===== src/rtl/cpu_pkg.sv =====
// Shared definitions for the bit-serial CPU:
// opcodes, FSM states and operand field positions.
package cpu_pkg;

  localparam int WIDTH = 8;

  localparam int RD_LSB  = 0;
  localparam int RS_LSB  = 2;
  localparam int IMM_LSB = 4;

  localparam logic [3:0] OP_NOP  = 4'h0;
  localparam logic [3:0] OP_LDI  = 4'h1;
  localparam logic [3:0] OP_ADD  = 4'h2;
  localparam logic [3:0] OP_SUB  = 4'h3;
  localparam logic [3:0] OP_AND  = 4'h4;
  localparam logic [3:0] OP_OR   = 4'h5;
  localparam logic [3:0] OP_XOR  = 4'h6;
  localparam logic [3:0] OP_MOV  = 4'h7;
  localparam logic [3:0] OP_ADDI = 4'h8;
  localparam logic [3:0] OP_SHL  = 4'h9;
  localparam logic [3:0] OP_SHR  = 4'hA;
  localparam logic [3:0] OP_OUT  = 4'hB;
  localparam logic [3:0] OP_CMP  = 4'hC;

  typedef enum logic [1:0] {
    IDLE = 2'd0,
    EXEC = 2'd1,
    DONE = 2'd2
  } state_t;

endpackage


===== src/rtl/serial_alu_slice.sv =====
// One-bit ALU slice; the carry flop and bit
// sequencing live in the parent.
module serial_alu_slice
  import cpu_pkg::*;
(
  input  logic       a,
  input  logic       b,
  input  logic       carry_in,
  input  logic [3:0] op,
  output logic       result,
  output logic       carry_out
);

  logic bx;
  logic is_sub;

  assign is_sub = (op == OP_SUB) || (op == OP_CMP);
  assign bx     = is_sub ? ~b : b;

  // Per-bit result and carry for the current op
  always_comb begin
    result    = 1'b0;
    carry_out = carry_in;
    case (op)
      OP_ADD, OP_ADDI, OP_SUB, OP_CMP: begin
        result    = a ^ bx ^ carry_in;
        carry_out = (a & bx) | (a & carry_in)
                  | (bx & carry_in);
      end
      OP_LDI, OP_MOV: result = b;
      OP_AND: begin
        result    = a & b;
        carry_out = 1'b0;
      end
      OP_OR: begin
        result    = a | b;
        carry_out = 1'b0;
      end
      OP_XOR: begin
        result    = a ^ b;
        carry_out = 1'b0;
      end
      OP_SHL: begin
        result    = carry_in;
        carry_out = a;
      end
      OP_SHR: begin
        result    = b;
        carry_out = carry_in;
      end
      OP_OUT: result = a;
      default: begin
        result    = 1'b0;
        carry_out = carry_in;
      end
    endcase
  end

endmodule


===== src/rtl/bit_serial_exec.sv =====
// Bit-serial execution unit: one instruction
// over WIDTH cycles, LSB first, on shift GPRs.
module bit_serial_exec #(
  parameter int WIDTH = cpu_pkg::WIDTH,
  parameter int NREG  = 4
) (
  input  logic             clk,
  input  logic             rst_n,
  input  logic             start,
  input  logic [3:0]       opcode,
  input  logic [11:0]      instr,
  output logic             busy,
  output logic             done,
  output logic             flag_z,
  output logic             flag_c,
  output logic [WIDTH-1:0] out
);

  import cpu_pkg::*;

  localparam int CW = $clog2(WIDTH);
  localparam int RW = $clog2(NREG);
  localparam logic [CW-1:0] LAST = CW'(WIDTH - 1);

  state_t           state;
  logic [CW-1:0]    cnt;
  logic [3:0]       op_q;
  logic [RW-1:0]    rd_q;
  logic [RW-1:0]    rs_q;
  logic [WIDTH-1:0] imm_sh;
  logic [WIDTH-2:0] res_sh;
  logic             carry_q;
  logic             z_acc;
  logic [WIDTH-1:0] gpr [NREG];

  logic wr_en;
  logic fz_en;
  logic fc_en;
  logic fc_clr;
  logic use_imm;
  logic is_shr;
  logic last;
  logic a_bit;
  logic b_bit;
  logic c_in;
  logic res;
  logic c_out;

  assign busy = (state != IDLE);
  assign done = (state == DONE);
  assign last = (cnt == LAST);

  // Opcode class decode from the latched opcode
  always_comb begin
    wr_en   = 1'b0;
    fz_en   = 1'b0;
    fc_en   = 1'b0;
    fc_clr  = 1'b0;
    use_imm = 1'b0;
    is_shr  = 1'b0;
    unique case (1'b1)
      (op_q == OP_LDI): begin
        wr_en   = 1'b1;
        fz_en   = 1'b1;
        use_imm = 1'b1;
      end
      (op_q == OP_ADDI): begin
        wr_en   = 1'b1;
        fz_en   = 1'b1;
        fc_en   = 1'b1;
        use_imm = 1'b1;
      end
      (op_q == OP_ADD),
      (op_q == OP_SUB),
      (op_q == OP_SHL): begin
        wr_en = 1'b1;
        fz_en = 1'b1;
        fc_en = 1'b1;
      end
      (op_q == OP_SHR): begin
        wr_en  = 1'b1;
        fz_en  = 1'b1;
        fc_en  = 1'b1;
        is_shr = 1'b1;
      end
      (op_q == OP_AND),
      (op_q == OP_OR),
      (op_q == OP_XOR): begin
        wr_en  = 1'b1;
        fz_en  = 1'b1;
        fc_clr = 1'b1;
      end
      (op_q == OP_MOV): begin
        wr_en = 1'b1;
        fz_en = 1'b1;
      end
      (op_q == OP_CMP): begin
        fz_en = 1'b1;
        fc_en = 1'b1;
      end
      default: begin
        wr_en = 1'b0;
      end
    endcase
  end

  // Operand bit select; SHR looks one ahead
  // and feeds a zero into the top bit
  always_comb begin
    a_bit = gpr[rd_q][0];
    unique case (1'b1)
      use_imm: b_bit = imm_sh[0];
      is_shr:  b_bit = last ? 1'b0
                            : gpr[rd_q][1];
      default: b_bit = gpr[rs_q][0];
    endcase
    c_in = (is_shr && cnt == '0) ? a_bit
                                 : carry_q;
  end

  serial_alu_slice u_alu (
    .a         (a_bit),
    .b         (b_bit),
    .carry_in  (c_in),
    .op        (op_q),
    .result    (res),
    .carry_out (c_out)
  );

  // Sequencer, GPR rotation and flag commit
  always_ff @(posedge clk or negedge rst_n) begin
    if (!rst_n) begin
      state   <= IDLE;
      cnt     <= '0;
      op_q    <= OP_NOP;
      rd_q    <= '0;
      rs_q    <= '0;
      imm_sh  <= '0;
      res_sh  <= '0;
      carry_q <= 1'b0;
      z_acc   <= 1'b0;
      flag_z  <= 1'b0;
      flag_c  <= 1'b0;
      out     <= '0;
      for (int r = 0; r < NREG; r++)
        gpr[r] <= '0;
    end else begin
      case (state)
        IDLE: begin
          if (start) begin
            state   <= EXEC;
            cnt     <= '0;
            op_q    <= opcode;
            rd_q    <= instr[RD_LSB +: RW];
            rs_q    <= instr[RS_LSB +: RW];
            imm_sh  <= instr[IMM_LSB +: WIDTH];
            carry_q <= (opcode == OP_SUB) ||
                       (opcode == OP_CMP);
            z_acc   <= 1'b0;
          end
        end
        EXEC: begin
          for (int r = 0; r < NREG; r++) begin
            if (wr_en && r == int'(rd_q))
              gpr[r] <= {res, gpr[r][WIDTH-1:1]};
            else
              gpr[r] <= {gpr[r][0],
                         gpr[r][WIDTH-1:1]};
          end
          imm_sh  <= imm_sh >> 1;
          res_sh  <= {res, res_sh[WIDTH-2:1]};
          carry_q <= c_out;
          z_acc   <= z_acc | res;
          cnt     <= cnt + 1'b1;
          if (last) begin
            state <= DONE;
            if (fz_en)
              flag_z <= ~(z_acc | res);
            if (fc_en)
              flag_c <= c_out;
            else if (fc_clr)
              flag_c <= 1'b0;
            if (op_q == OP_OUT)
              out <= {res, res_sh};
          end
        end
        DONE: state <= IDLE;
        default: state <= IDLE;
      endcase
    end
  end

endmodule


===== config.mk =====
export PLATFORM = sky130hd
export DESIGN_NAME = bit_serial_exec
export DESIGN_NICKNAME = d
export VERILOG_FILES = /design/src/rtl/cpu_pkg.sv /design/src/rtl/serial_alu_slice.sv /design/src/rtl/bit_serial_exec.sv
export SDC_FILE = /design/constraint.sdc
export NUM_CORES = 1
export LEC_CHECK = 0
export CAP_MARGIN = 20
export CELL_PAD_IN_SITES_DETAIL_PLACEMENT = 1
export CELL_PAD_IN_SITES_GLOBAL_PLACEMENT = 2
export CORE_ASPECT_RATIO = 0.7
export CORE_MARGIN = 3
export CORE_UTILIZATION = 40
export CTS_BUF_LIST = sky130_fd_sc_hd__clkbuf_8
export CTS_CLUSTER_DIAMETER = 120
export CTS_CLUSTER_SIZE = 10
export DETAILED_ROUTE_END_ITERATION = 8
export PLACE_DENSITY = 0.87
export SLEW_MARGIN = 5
export SYNTH_ARGS = -nofsm -noshare
export SYNTH_HDL_FRONTEND = slang
export SYNTH_SLANG_ARGS = --single-unit

===== constraint.sdc =====
create_clock -name clk -period 6.6 [get_ports clk]
set_input_delay 1.98 -clock clk [delete_from_list [all_inputs] [get_ports clk]]
set_output_delay 1.98 -clock clk [all_outputs]
set_load 0.02 [all_outputs]

==> metrics.sh, run 1 <==
VDD.IR_DROP.WORST_uV=174
DIE_WIDTH_UM=116
POST_CTS_RESIZE_COUNT=0
CELLLEAKAGEPOWER_uW=0.00189
SYNTH-ADDER-AREA-SHARE_PCT=2.42
CPPEAKSTAGEDELAY_NS=0.82
GRT_PASS1_VIAS=2693
SKEW_FINAL_NS=0.00638
RUN_STATUS='complete, no violations'
IO_BUFFER_COUNT=30
SYNTHESIS.NETS=398
DETAIL_ROUTE.WIRELENGTH_UM=8040
SYNTH.YOSYS.WARNINGS=0
DR.PASS1.ITERS=4
NUMCLOCKSINKS=72
GRT_MAX_DEGREE=65
SYN_INST=373
FINAL_NETS=420
SETUP.WORST_PATH.CLASS='flip-flop to flip-flop'
START_UTIL_PCT=42.3
WORST_SETUP_PATH_START_KIND='flip-flop'
FILLERS=942
FINALMAXSLEWVIOLATIONS=0
ASYNCSETRESETFLOPFRACSYNTH_PCT=100
SYN_AREA_PER_CELL_UM2=9.16
WORST-SLEW-PIN-TRANSITION_NS=0.803
ANTENNA_FOUND_INITIAL=0
NETLIST_AREA_PRE_PLACE_UM2=3420
DRT.ANTENNA.VIOLATING_NETS=0
NUM_ANTENNA_CELLS=0
CTS_MADE_BUFFERS=9
CTS.PATH.MAX_BUFFERS=2
DIE_HEIGHT_UM=83.3
CRIT_PATH_CAPTURE_TYPE='flip-flop'
POSTPLACECELLAREA_UM2=3750
POSTLAYOUTCELLAREA_UM2=3940
HOLD_PATH.CLASS='flip-flop to flip-flop'
CRITICAL_PATH_ARRIVAL_NS=3.86
SYNTH_ENABLE_FLOP_CELLS=0
GRT_OVERFLOW_TOTAL=0
SYN_TO_FINAL_GROWTH_PCT=15.3
CTS_ROOT_BUF='sky130_fd_sc_hd__clkbuf_8'
AVERAGE_DETAILED_ROUTED_WIRE_LENGTH_PER_INSTANCE_UM=16.1
HOLD_VIOLATIONS=0
DETAILEDROUTE.FIRSTITERATIONVIOLATIONS=180
CTS_HOLD_BUF=0
CTS_TREE='built'
LEADING_REGISTER_CELL_TYPE_OUT_OF_SYNTHESIS='sky130_fd_sc_hd__dfrtp_1'
ROUTE.VIAS.TOTAL=2666
FMAXACHIEVABLE_GHz=0.276
COMBINATIONAL_FAMILY_WITH_THE_MOST_AREA_AFTER_SYNTHESIS='simple AND/OR/NAND/NOR gates'
CRITICAL-PATH-SLOWEST-CELL='sky130_fd_sc_hd__dfrtp_1'
MAX_CAP_VIOL_COUNT=0
FIRST_PASS_GRT_WIRE_LENGTH_UM=13600
CP.REQUIRED_NS=6.83
TRACK_USAGE_PCT=18.1
POST_SYNTH_AND_OR_NAND_NOR_AREA_FRACTION_PCT=24.1
YOSYS.CELL_TYPES.COUNT=53
SETUP_TNS_FINAL_NS=0
POWER_DENSITY_nW_PER_UM2=496
REGAREA_UM2=1800
CORE_AREA_UM2=8070
POST-ROUTE-PERIOD-UTIL_PCT=55.0
POST_CTS_BUFFERS=0
CLKSLEWWORSTSETUPHOLDPATHS_NS=0.07
PATH_CELLS='nand4bb_1 -> nor3b_1 -> mux2i_1 -> fa_1 -> nor2_1 -> a31oi_1 -> o32ai_1 -> or2_0 -> o41a_1'
PLACEMENT_ROWS=27
MAXSLEWHEADROOM_PCT=45.1
CRITICAL_PATH.MAX_FANOUT=23
DETAILEDPLACEMENTHPWL_UM=5450
DRC=0
FINAL_LAYOUT_SIZE_SUFFIX_GT1_SHARE_PCT=8.77
FOOTPRINT_OF_THE_MULTI_INPUT_GATES_UM2=1470
SETUP_REPAIR_AFTER_GLOBAL_ROUTING_MISSED_ITS_MARGIN='no'
DESIGN.DIE.AREA_UM2=9710
FINALSETUPVIOLCOUNT=0
YS_FF_LATCH=72
PLACE.GP.CONGESTION=0.882
SYNTHMUXAREASHARE_PCT=5.20
SYNTH-XOR-AREA-SHARE_PCT=0.769
CTS_HTREE_LEVELS=3
CLK-INSERTION-DELAY-LATE_NS=0.35
IO-PIN-COUNT=31
AVGVIACOUNTPERCELL=5.33
SYNTH_COMPOUND_AREA_SHARE_PCT=10.5
TIME_THE_FINAL_WORST_PATH_NEEDS_WITH_I_O_DELAYS_AND_SETUP_NS=3.63
SEQ_AREA_FRAC_SYNTH_PCT=52.7
## path summary, 6_finish.rpt
| kind | slack (ns) | to | cells past startpoint | startpoint |
|---|---|---|---|---|
| max | 2.97 | gpr[15]$_DFFE_PN0P_ | 9 | op_q[1]$_DFFE_PN0P_ |
| min | 0.47 | gpr[27]$_DFFE_PN0P_ | 2 | gpr[28]$_DFFE_PN0P_ |
| max reg2reg | 2.97 | gpr[15]$_DFFE_PN0P_ | 9 | op_q[1]$_DFFE_PN0P_ |
| min reg2reg | 0.47 | gpr[27]$_DFFE_PN0P_ | 2 | gpr[28]$_DFFE_PN0P_ |
| max in group asynchronous | 4.06 | op_q[3]$_DFFE_PN0P_ | 2 | rst_n |
| min in group asynchronous | 1.48 | state[0]$_DFFE_PN0P_ | 1 | rst_n |
## layout by cell type (no fill, tap or decap), types with 3 or more instances in the layout
| cell type | synthesis | final |
|---|---|---|
| sky130_fd_sc_hd__o22ai_1 | 9 | 9 |
| sky130_fd_sc_hd__nand2b_1 | 4 | 3 |
| sky130_fd_sc_hd__clkbuf_8 | 0 | 10 |
| sky130_fd_sc_hd__nor3_1 | 5 | 5 |
| sky130_fd_sc_hd__inv_1 | 10 | 12 |
| sky130_fd_sc_hd__dfrtp_1 | 72 | 72 |
| sky130_fd_sc_hd__nand2_1 | 140 | 140 |
| sky130_fd_sc_hd__o21ai_0 | 9 | 9 |
| sky130_fd_sc_hd__clkdlybuf4s50_1 | 0 | 29 |
| sky130_fd_sc_hd__nor3b_1 | 3 | 3 |
| sky130_fd_sc_hd__a21oi_1 | 7 | 7 |
| sky130_fd_sc_hd__ha_1 | 5 | 5 |
| sky130_fd_sc_hd__mux4_2 | 3 | 3 |
| sky130_fd_sc_hd__o41a_1 | 3 | 3 |
| sky130_fd_sc_hd__nor2_1 | 29 | 29 |
| sky130_fd_sc_hd__mux2_2 | 8 | 8 |
## metal layers
layer  track usage, %  vias to the layer above  part of all wire (%)
li1                 -                     1281                     -
met1             27.1                     1317                    51
met2             25.2                       57                    42
met3             4.95                       11                   5.1
met4             5.27                        0                   1.4
met5                0                        -                     0
## per-stage QoR
stage	setup WS, ns	total power, uW	hold slack [ns]	utilization (%)	cells
2_1_floorplan	3.46	1430	0.439	-	373
3_3_place_gp	3.02	1610	0.452	46.4	484
3_5_place_dp	2.90	1660	0.459	46.4	484
4_1_cts	2.97	1960	0.477	48.5	499
5_1_grt	2.72	2140	0.504	48.8	500
6_report	2.97	1950	0.471	48.8	500
## sequential cells by signal, indices dropped and copies added (netlist names)
signal   cells
out          8
cnt          3
imm_sh       8
carry_q      1
flag_z       1
rs_q         2
gpr         32
op_q         4
res_sh       7
rd_q         2
z_acc        1
flag_c       1
state        2
## worst max-delay path, delay by kind of cell (launching register included)
family	cells	cell delay, ns
AO/OA/AOI/OAI	3	0.73
adder cells (fa/ha/maj)	1	0.54
AND/OR/NAND/NOR	4	1.25
flip-flops	1	0.82
multiplexers	1	0.17
## where the power goes
part	total, uW	switching [uW]	internal, uW	leakage, uW
Combinational	854	498	356	0.000874
Sequential	802	177	625	0.000918
Clock	299	158	141	0.0000945
## final cells by class
class	instances	share of cell area (%)
clock buffer	10	3.49
clock inverter	5	0.667
inverter	10	0.952
multi-input combinational	269	37.4
sequential	72	45.7
tap	101	3.21
timing repair buffer	33	8.57
## cells by family after synthesis
family / count (synthesis)
AO/OA/AOI/OAI: 49
multiplexers: 13
buffers and inverters: 32
AND/OR/NAND/NOR: 198
adder cells (fa/ha/maj): 6
XOR/XNOR: 3
flip-flops: 72
## Yosys cell counts, types with 2 or more instances
cell type | instances | area (um2)
sky130_fd_sc_hd__xnor2_1 | 2 | 17.5
sky130_fd_sc_hd__nand2_1 | 140 | 526
sky130_fd_sc_hd__ha_1 | 5 | 62.6
sky130_fd_sc_hd__nand2b_1 | 4 | 25.0
sky130_fd_sc_hd__buf_4 | 2 | 15.0
sky130_fd_sc_hd__nand3_1 | 2 | 10.0
sky130_fd_sc_hd__buf_2 | 3 | 15.0
sky130_fd_sc_hd__nor3_1 | 5 | 25.0
sky130_fd_sc_hd__nor2_1 | 29 | 109
sky130_fd_sc_hd__a211oi_1 | 2 | 15.0
sky130_fd_sc_hd__o31a_1 | 2 | 17.5
sky130_fd_sc_hd__o21ai_0 | 9 | 45.0
sky130_fd_sc_hd__or2_2 | 2 | 12.5
sky130_fd_sc_hd__o22ai_1 | 9 | 56.3
sky130_fd_sc_hd__buf_6 | 2 | 22.5
sky130_fd_sc_hd__inv_1 | 10 | 37.5
sky130_fd_sc_hd__nand3b_1 | 2 | 15.0
sky130_fd_sc_hd__clkbuf_1 | 14 | 52.6
sky130_fd_sc_hd__dfrtp_1 | 72 | 1800
sky130_fd_sc_hd__o41a_1 | 3 | 33.8
sky130_fd_sc_hd__o41ai_1 | 2 | 17.5
sky130_fd_sc_hd__a21oi_1 | 7 | 35.0
sky130_fd_sc_hd__mux4_2 | 3 | 67.6
sky130_fd_sc_hd__nor2b_1 | 3 | 18.8
sky130_fd_sc_hd__nor3b_1 | 3 | 22.5
sky130_fd_sc_hd__mux2i_1 | 2 | 20.0
sky130_fd_sc_hd__mux2_2 | 8 | 90.1
Note: power is estimated with default switching activity, not from simulation.
==> run 2, diff against run 1 <==
Settings changed: CORE_UTILIZATION 40 to 37, PLACE_DENSITY 0.87 to 0.81.
Clock period 6.6 ns to 3.5 ns, I/O delays scaled along.
==> run 2 against run 1 <==
Net effect: count of clock-buffer cells in the layout shrank 1; clock skew is 0.0032 ns higher; wire length increased by 2.6%; total power grew 99%; critical endpoint is now gpr[23]$_DFFE_PN0P_; flip-flop and latch count is the same; register-to-register slack worse by 2.7 ns; largest power group unchanged; non-clock buffer count rose by 8; die area grew 7.6%; cell area increased by 3.3%; worst setup slack lost 2.7 ns.
==> metrics.sh, run 2 (synthesized netlist as in run 1, its figures left out) <==
WORST-SLEW-PIN-TRANSITION_NS=0.827  # was 0.803 ns
DRT.ANTENNA.VIOLATING_NETS=0  # unchanged
POWER_DENSITY_nW_PER_UM2=956  # was 496 nW/um2
CTS_HTREE_LEVELS=3  # unchanged
AVERAGE_DETAILED_ROUTED_WIRE_LENGTH_PER_INSTANCE_UM=15.6  # was 16.1 um
DR.PASS1.ITERS=4  # unchanged
CTS_HOLD_BUF=0  # unchanged
POSTPLACECELLAREA_UM2=3850  # was 3750 um2
CRITICAL_PATH.MAX_FANOUT=7  # was 23
PLACEMENT_ROWS=28  # was 27
MIN_PATH_CELLS=2  # unchanged
FINALSETUPVIOLCOUNT=0  # unchanged
FINAL_CORE_UTILIZATION_PCT=46.7  # was 48.8%
DP_WORST_SETUP_SLACK_NS=0.260  # was 2.90 ns
MAXSLEWHEADROOM_PCT=43.4  # was 45.1%
NUMBER_OF_CELLS_ON_THE_WORST_REG_TO_REG_PATH=11  # was 9
IO_BUFFER_COUNT=30  # unchanged
NUM_ANTENNA_CELLS=0  # unchanged
DP_CELLS=512  # was 484
ANTENNA_FOUND_INITIAL=0  # unchanged
DETAILEDROUTE.FIRSTITERATIONVIOLATIONS=150  # was 180
HOLD_END='gpr[28]$_DFFE_PN0P_'  # was gpr[27]$_DFFE_PN0P_
TRACK_USAGE_PCT=17.6  # was 18.1%
RUN_STATUS='complete, no violations'  # unchanged
LARGEST_REGISTER_FF_COUNT=32  # unchanged
SETUP.WORST_PATH.CLASS='flip-flop to flip-flop'  # unchanged
TOP_REGS='gpr: 32 flops, imm_sh: 8 flops, out: 8 flops'  # unchanged
DRC=0  # unchanged
HOLD_VIOLATIONS=0  # unchanged
POST_CTS_RESIZE_COUNT=0  # unchanged
MAX_CAP_VIOL_COUNT=0  # unchanged
SETUP_TNS_FINAL_NS=0  # unchanged
GRT_OVERFLOW_TOTAL=0  # unchanged
CTS_ROOT_BUF='sky130_fd_sc_hd__clkbuf_8'  # unchanged
PLACE.GP.CONGESTION=0.790  # was 0.882
WORST_SETUP_PATH_START_KIND='flip-flop'  # unchanged
DETAIL_ROUTE.WIRELENGTH_UM=8250  # was 8040 um
FINAL_NETS=428  # was 420
GRT_MAX_DEGREE=46  # was 65
DESIGN.DIE.AREA_UM2=10400  # was 9710 um2
ROUTE.VIAS.TOTAL=2645  # was 2666
NUMCLOCKSINKS=72  # unchanged
TIMING.FINAL.WS_SETUP_NS=0.280  # was 2.97 ns
FINALMAXSLEWVIOLATIONS=0  # unchanged
CP.REQUIRED_NS=3.74  # was 6.83 ns
FILLERS=1041  # was 942
FMAXACHIEVABLE_GHz=0.311  # was 0.276 GHz
HOLDCRITSTARTPOINT='gpr[29]$_DFFE_PN0P_'  # was gpr[28]$_DFFE_PN0P_
CORE_AREA_UM2=8720  # was 8070 um2
CRITICAL_PATH_ARRIVAL_NS=3.46  # was 3.86 ns
CTS.PATH.MAX_BUFFERS=2  # unchanged
CLKSLEWWORSTSETUPHOLDPATHS_NS=0.09  # was 0.07 ns
CTS_TREE='built'  # unchanged
POST-ROUTE-PERIOD-UTIL_PCT=92.0  # was 55.0%
GRT_PASS1_VIAS=2740  # was 2693
AVGVIACOUNTPERCELL=5.01  # was 5.33
START_UTIL_PCT=39.2  # was 42.3%
CTS_MADE_BUFFERS=9  # unchanged
CELLLEAKAGEPOWER_uW=0.00193  # was 0.00189 uW
MAX_FLOP_REGISTER='gpr'  # unchanged
IO-PIN-COUNT=31  # unchanged
POST_CTS_BUFFERS=0  # unchanged
HOLD_PATH.CLASS='flip-flop to flip-flop'  # unchanged
FIRST_PASS_GRT_WIRE_LENGTH_UM=14200  # was 13600 um
DIE_WIDTH_UM=121  # was 116 um
CRIT_PATH_CAPTURE_TYPE='flip-flop'  # unchanged
R2R_START='rd_q[0]$_DFFE_PN0P_'  # was op_q[1]$_DFFE_PN0P_
R2R_SETUP_SLACK_NS=0.28  # was 2.97 ns
SKEW_FINAL_NS=0.00963  # was 0.00638 ns
POSTLAYOUTCELLAREA_UM2=4070  # was 3940 um2
LAYOUT.CELLS.MOST_COMMON='sky130_fd_sc_hd__nand2_1'  # unchanged
MOSTFREQUENTLAYOUTCELLS='140 x sky130_fd_sc_hd__nand2_1, 72 x sky130_fd_sc_hd__dfrtp_1, 29 x sky130_fd_sc_hd__nor2_1, 29 x sky130_fd_sc_hd__clkdlybuf4s50_1, 11 x sky130_fd_sc_hd__inv_1'  # was 140 x sky130_fd_sc_hd__nand2_1, 72 x sky130_fd_sc_hd__dfrtp_1, 29 x sky130_fd_sc_hd__nor2_1, 29 x sky130_fd_sc_hd__clkdlybuf4s50_1, 12 x sky130_fd_sc_hd__inv_1
DETAILEDPLACEMENTHPWL_UM=5700  # was 5450 um
CRIT-REG2REG-CAPTURE='gpr[23]$_DFFE_PN0P_'  # was gpr[15]$_DFFE_PN0P_
FINAL_LAYOUT_SIZE_SUFFIX_GT1_SHARE_PCT=11.0  # was 8.77%
FINAL-INSTANCE-COUNT-EXCL-FILL=528  # was 500
SETUP_REPAIR_AFTER_GLOBAL_ROUTING_MISSED_ITS_MARGIN='no'  # unchanged
TIME_THE_FINAL_WORST_PATH_NEEDS_WITH_I_O_DELAYS_AND_SETUP_NS=3.22  # was 3.63 ns
VDD.IR_DROP.WORST_uV=305  # was 174 uV
SYN_TO_FINAL_GROWTH_PCT=19.2  # was 15.3%
DIE_HEIGHT_UM=86.4  # was 83.3 um
CLK-INSERTION-DELAY-LATE_NS=0.36  # was 0.35 ns
[run 2: worst max path at each step]
stage / slack, ns / start / to / cells after the start
global route: 0.05 / rd_q[0]$_DFFE_PN0P_ / gpr[23]$_DFFE_PN0P_ / 11
CTS: 0.24 / gpr[25]$_DFFE_PN0P_ / gpr[23]$_DFFE_PN0P_ / 11
global placement: 0.36 / rd_q[0]$_DFFE_PN0P_ / gpr[23]$_DFFE_PN0P_ / 11
floorplan: 0.36 / rd_q[0]$_DFFE_PN0P_ / gpr[15]$_DFFE_PN0P_ / 13
finish: 0.28 / rd_q[0]$_DFFE_PN0P_ / gpr[23]$_DFFE_PN0P_ / 11
detailed placement: 0.26 / gpr[25]$_DFFE_PN0P_ / gpr[23]$_DFFE_PN0P_ / 11
[run 2: layout make-up]
cell class              instances  area [um2]  area share (%)
clock inverters                 7        95.1            2.33
flip-flops and latches         72        1800            44.2
inverters                      10        37.5           0.922
repair buffers                 41         390            9.59
multi-input cells             269        1470            36.2
clock buffers                   9         124            3.04
well taps                     120         150            3.69
[run 2: per-stage QoR]
step	hold WS (ns)	total power (uW)
6_report	0.468	3890
5_1_grt	0.502	4270
4_1_cts	0.477	3940
3_5_place_dp	0.457	3190
3_3_place_gp	0.455	3130
2_1_floorplan	0.439	2690
[run 2: where the power goes]
part           internal [uW]  switching [uW]
clock                    401             337
combinational            704            1020
sequential              1180             248
total                   2290            1610
[run 2: worst max-delay path, stage by stage, from the launching register on]
cell and delay, ns:
sky130_fd_sc_hd__dfrtp_1 0.37, sky130_fd_sc_hd__mux4_2 0.50, sky130_fd_sc_hd__nor3b_1 0.16, sky130_fd_sc_hd__a211oi_2 0.20, sky130_fd_sc_hd__inv_1 0.10, sky130_fd_sc_hd__xnor2_1 0.15, sky130_fd_sc_hd__fa_1 0.51, sky130_fd_sc_hd__nor2_1 0.04
sky130_fd_sc_hd__a31oi_1 0.14, sky130_fd_sc_hd__o32ai_1 0.10, sky130_fd_sc_hd__or2_0 0.38, sky130_fd_sc_hd__o41a_1 0.46
[run 2: routing by layer]
metal | wire (um) | global-route usage (%)
met5 | 0 | 0
met4 | 84 | 4.32
met3 | 540 | 5.15
met2 | 3470 | 25.6
met1 | 4160 | 25.8
==> run 3, diff against run 2 <==
Settings changed: MAX_ROUTING_LAYER set to met4, PLACE_DENSITY 0.81 to not set, PLACE_DENSITY_LB_ADDON set to 0.1, SKIP_CTS_REPAIR_TIMING set to 1.
==> run 3 against run 2 <==
Net effect: register-to-register slack got worse by 0.02 ns; core utilization decreased by 0.23 points; sequential power about the same; die area unchanged; cell area down 0.49%; first-iteration DRC count increased by 56%; maximum frequency down 0.58%; clock skew is 0.0018 ns lower; count of clock-buffer cells in the layout unchanged; hold slack better by 0.0055 ns.
==> metrics.sh, run 3 (synthesized netlist as in run 1, its figures left out) <==
AVERAGE_DETAILED_ROUTED_WIRE_LENGTH_PER_INSTANCE_UM=15.8  # was 15.6 um
CTS_ROOT_BUF='sky130_fd_sc_hd__clkbuf_8'  # unchanged
DETAILEDROUTE.FIRSTITERATIONVIOLATIONS=234  # was 150
CRITICAL_PATH.MAX_FANOUT=7  # unchanged
FIRST_PASS_GRT_WIRE_LENGTH_UM=14600  # was 14200 um
TIME_THE_FINAL_WORST_PATH_NEEDS_WITH_I_O_DELAYS_AND_SETUP_NS=3.24  # was 3.22 ns
POWER_DENSITY_nW_PER_UM2=941  # was 956 nW/um2
TIMING.FINAL.WS_SETUP_NS=0.261  # was 0.280 ns
CRITICAL_PATH_ARRIVAL_NS=3.48  # was 3.46 ns
FINALMAXSLEWVIOLATIONS=0  # unchanged
CTS_MADE_BUFFERS=9  # unchanged
LAYOUT.CELLS.MOST_COMMON='sky130_fd_sc_hd__nand2_1'  # unchanged
MOSTFREQUENTLAYOUTCELLS='140 x sky130_fd_sc_hd__nand2_1, 71 x sky130_fd_sc_hd__dfrtp_1, 29 x sky130_fd_sc_hd__nor2_1, 29 x sky130_fd_sc_hd__clkdlybuf4s50_1'  # was 140 x sky130_fd_sc_hd__nand2_1, 72 x sky130_fd_sc_hd__dfrtp_1, 29 x sky130_fd_sc_hd__nor2_1, 29 x sky130_fd_sc_hd__clkdlybuf4s50_1, 11 x sky130_fd_sc_hd__inv_1
MAX_CAP_VIOL_COUNT=0  # unchanged
IO-PIN-COUNT=31  # unchanged
POSTPLACECELLAREA_UM2=3850  # unchanged
SKEW_FINAL_NS=0.00781  # was 0.00963 ns
SETUP_REPAIR_AFTER_GLOBAL_ROUTING_MISSED_ITS_MARGIN='no'  # unchanged
P_TOTAL_uW=3810  # was 3890 uW
NUM_ANTENNA_CELLS=0  # unchanged
GRT_MAX_DEGREE=73  # was 46
HOLD_SLACK_NS=0.474  # was 0.468 ns
SYN_TO_FINAL_GROWTH_PCT=18.6  # was 19.2%
RUN_STATUS='complete, no violations'  # unchanged
ANTENNA_FOUND_INITIAL=0  # unchanged
CELLLEAKAGEPOWER_uW=0.00192  # was 0.00193 uW
FINAL_LAYOUT_SIZE_SUFFIX_GT1_SHARE_PCT=12.0  # was 11.0%
CTS.PATH.MAX_BUFFERS=2  # unchanged
DETAIL_ROUTE.WIRELENGTH_UM=8320  # was 8250 um
DETAILEDPLACEMENTHPWL_UM=5670  # was 5700 um
CTS_HTREE_LEVELS=3  # unchanged
FINAL_NETS=428  # unchanged
ROUTE.VIAS.TOTAL=2678  # was 2645
LAYER_WITH_THE_HIGHEST_USAGE='met1'  # unchanged
SETUP_TNS_FINAL_NS=0  # unchanged
DR.PASS1.ITERS=4  # unchanged
POST-ROUTE-PERIOD-UTIL_PCT=92.5  # was 92.0%
MAXSLEWHEADROOM_PCT=50.2  # was 43.4%
GLOBAL_ROUTE_TRACK_USAGE_ON_MET1_PCT=27.1  # was 25.8%
DRC=0  # unchanged
FMAXACHIEVABLE_GHz=0.309  # was 0.311 GHz
GRT_PASS1_VIAS=2815  # was 2740
FINALSETUPVIOLCOUNT=0  # unchanged
TRACK_USAGE_PCT=18.3  # was 17.6%
CLKSLEWWORSTSETUPHOLDPATHS_NS=0.08  # was 0.09 ns
CRIT_PATH_CAPTURE_TYPE='flip-flop'  # unchanged
WORST-SLEW-PIN-TRANSITION_NS=0.743  # was 0.827 ns
VDD.IR_DROP.WORST_uV=331  # was 305 uV
START_UTIL_PCT=39.2  # unchanged
IO_BUFFER_COUNT=30  # unchanged
CTS_TREE='built'  # unchanged
WORST_SETUP_PATH_START_KIND='flip-flop'  # unchanged
DIE_HEIGHT_UM=86.4  # unchanged
HOLD_PATH.CLASS='flip-flop to flip-flop'  # unchanged
DESIGN.DIE.AREA_UM2=10400  # unchanged
AVGVIACOUNTPERCELL=5.07  # was 5.01
GR-USAGE-MET3_PCT=4.83  # was 5.15%
DRT.ANTENNA.VIOLATING_NETS=0  # unchanged
LARGEST_REGISTER_FF_COUNT=32  # unchanged
CORE_AREA_UM2=8720  # unchanged
GRT_OVERFLOW_TOTAL=0  # unchanged
PLACE.GP.CONGESTION=0.814  # was 0.790
DP_WORST_SETUP_SLACK_NS=0.179  # was 0.260 ns
CLK-INSERTION-DELAY-LATE_NS=0.36  # about the same
SETUP.WORST_PATH.CLASS='flip-flop to flip-flop'  # unchanged
DIE_WIDTH_UM=121  # unchanged
GRT_USE_MET2_PCT=24.5  # was 25.6%
TOP_REGS='gpr: 32 flops, imm_sh: 8 flops, out: 8 flops'  # unchanged
POSTLAYOUTCELLAREA_UM2=4050  # was 4070 um2
NUMCLOCKSINKS=72  # unchanged
MAX_FLOP_REGISTER='gpr'  # unchanged
CP.REQUIRED_NS=3.74  # about the same
HOLD_VIOLATIONS=0  # unchanged
PLACEMENT_ROWS=28  # unchanged
## run 3: path summary, 6_finish.rpt
check,startpoint,end,slack [ns],depth (start not counted)
max in group asynchronous,rst_n,op_q[0]$_DFFE_PN0P_,2.44,2
setup / recovery,rd_q[0]$_DFFE_PN0P_,gpr[15]$_DFFE_PN0P_,0.26,11
min in group asynchronous,rst_n,imm_sh[3]$_DFFE_PN0P_,0.70,2
setup reg to reg,rd_q[0]$_DFFE_PN0P_,gpr[15]$_DFFE_PN0P_,0.26,11
hold / removal,gpr[10]$_DFFE_PN0P_,gpr[9]$_DFFE_PN0P_,0.47,2
hold reg to reg,gpr[10]$_DFFE_PN0P_,gpr[9]$_DFFE_PN0P_,0.47,2
## run 3: through the flow
stage	utilization, %	cells
after detailed placement	44.2	512
final	46.5	528
after global placement	44.2	512
after floorplan	-	373
after CTS	46.3	528
after global routing	46.5	528
## run 3: worst max-delay path: stages (launching register included)
cell and delay [ns]:
sky130_fd_sc_hd__dfrtp_1 0.37, sky130_fd_sc_hd__mux4_2 0.51, sky130_fd_sc_hd__nor3b_2 0.18, sky130_fd_sc_hd__a211oi_2 0.21, sky130_fd_sc_hd__inv_1 0.11, sky130_fd_sc_hd__xnor2_1 0.15, sky130_fd_sc_hd__fa_1 0.50, sky130_fd_sc_hd__nor2_1 0.05
sky130_fd_sc_hd__a31oi_1 0.15, sky130_fd_sc_hd__o32ai_1 0.10, sky130_fd_sc_hd__or2_1 0.35, sky130_fd_sc_hd__o41a_1 0.45
## run 3: final cells by class
type | count | area (um2)
well taps | 120 | 150
flip-flops and latches | 72 | 1800
multi-input cells | 269 | 1480
clock buffers | 9 | 124
inverters | 10 | 37.5
repair buffers | 41 | 390
fillers | 1011 | 4670
clock inverters | 7 | 63.8
## run 3: power breakdown
group	total (uW)	leakage (uW)	internal (uW)	switching, uW
Clock	633	0.0000903	273	360
Combinational	1750	0.000914	704	1040
Sequential	1430	0.000917	1180	249
## run 3: per-layer routing
metal / share of wire [%] / vias to the layer above
met4: 1.3 / 0
met1: 54 / 1314
met3: 4.4 / 12
li1: - / 1300
met5: 0 / -
met2: 41 / 52
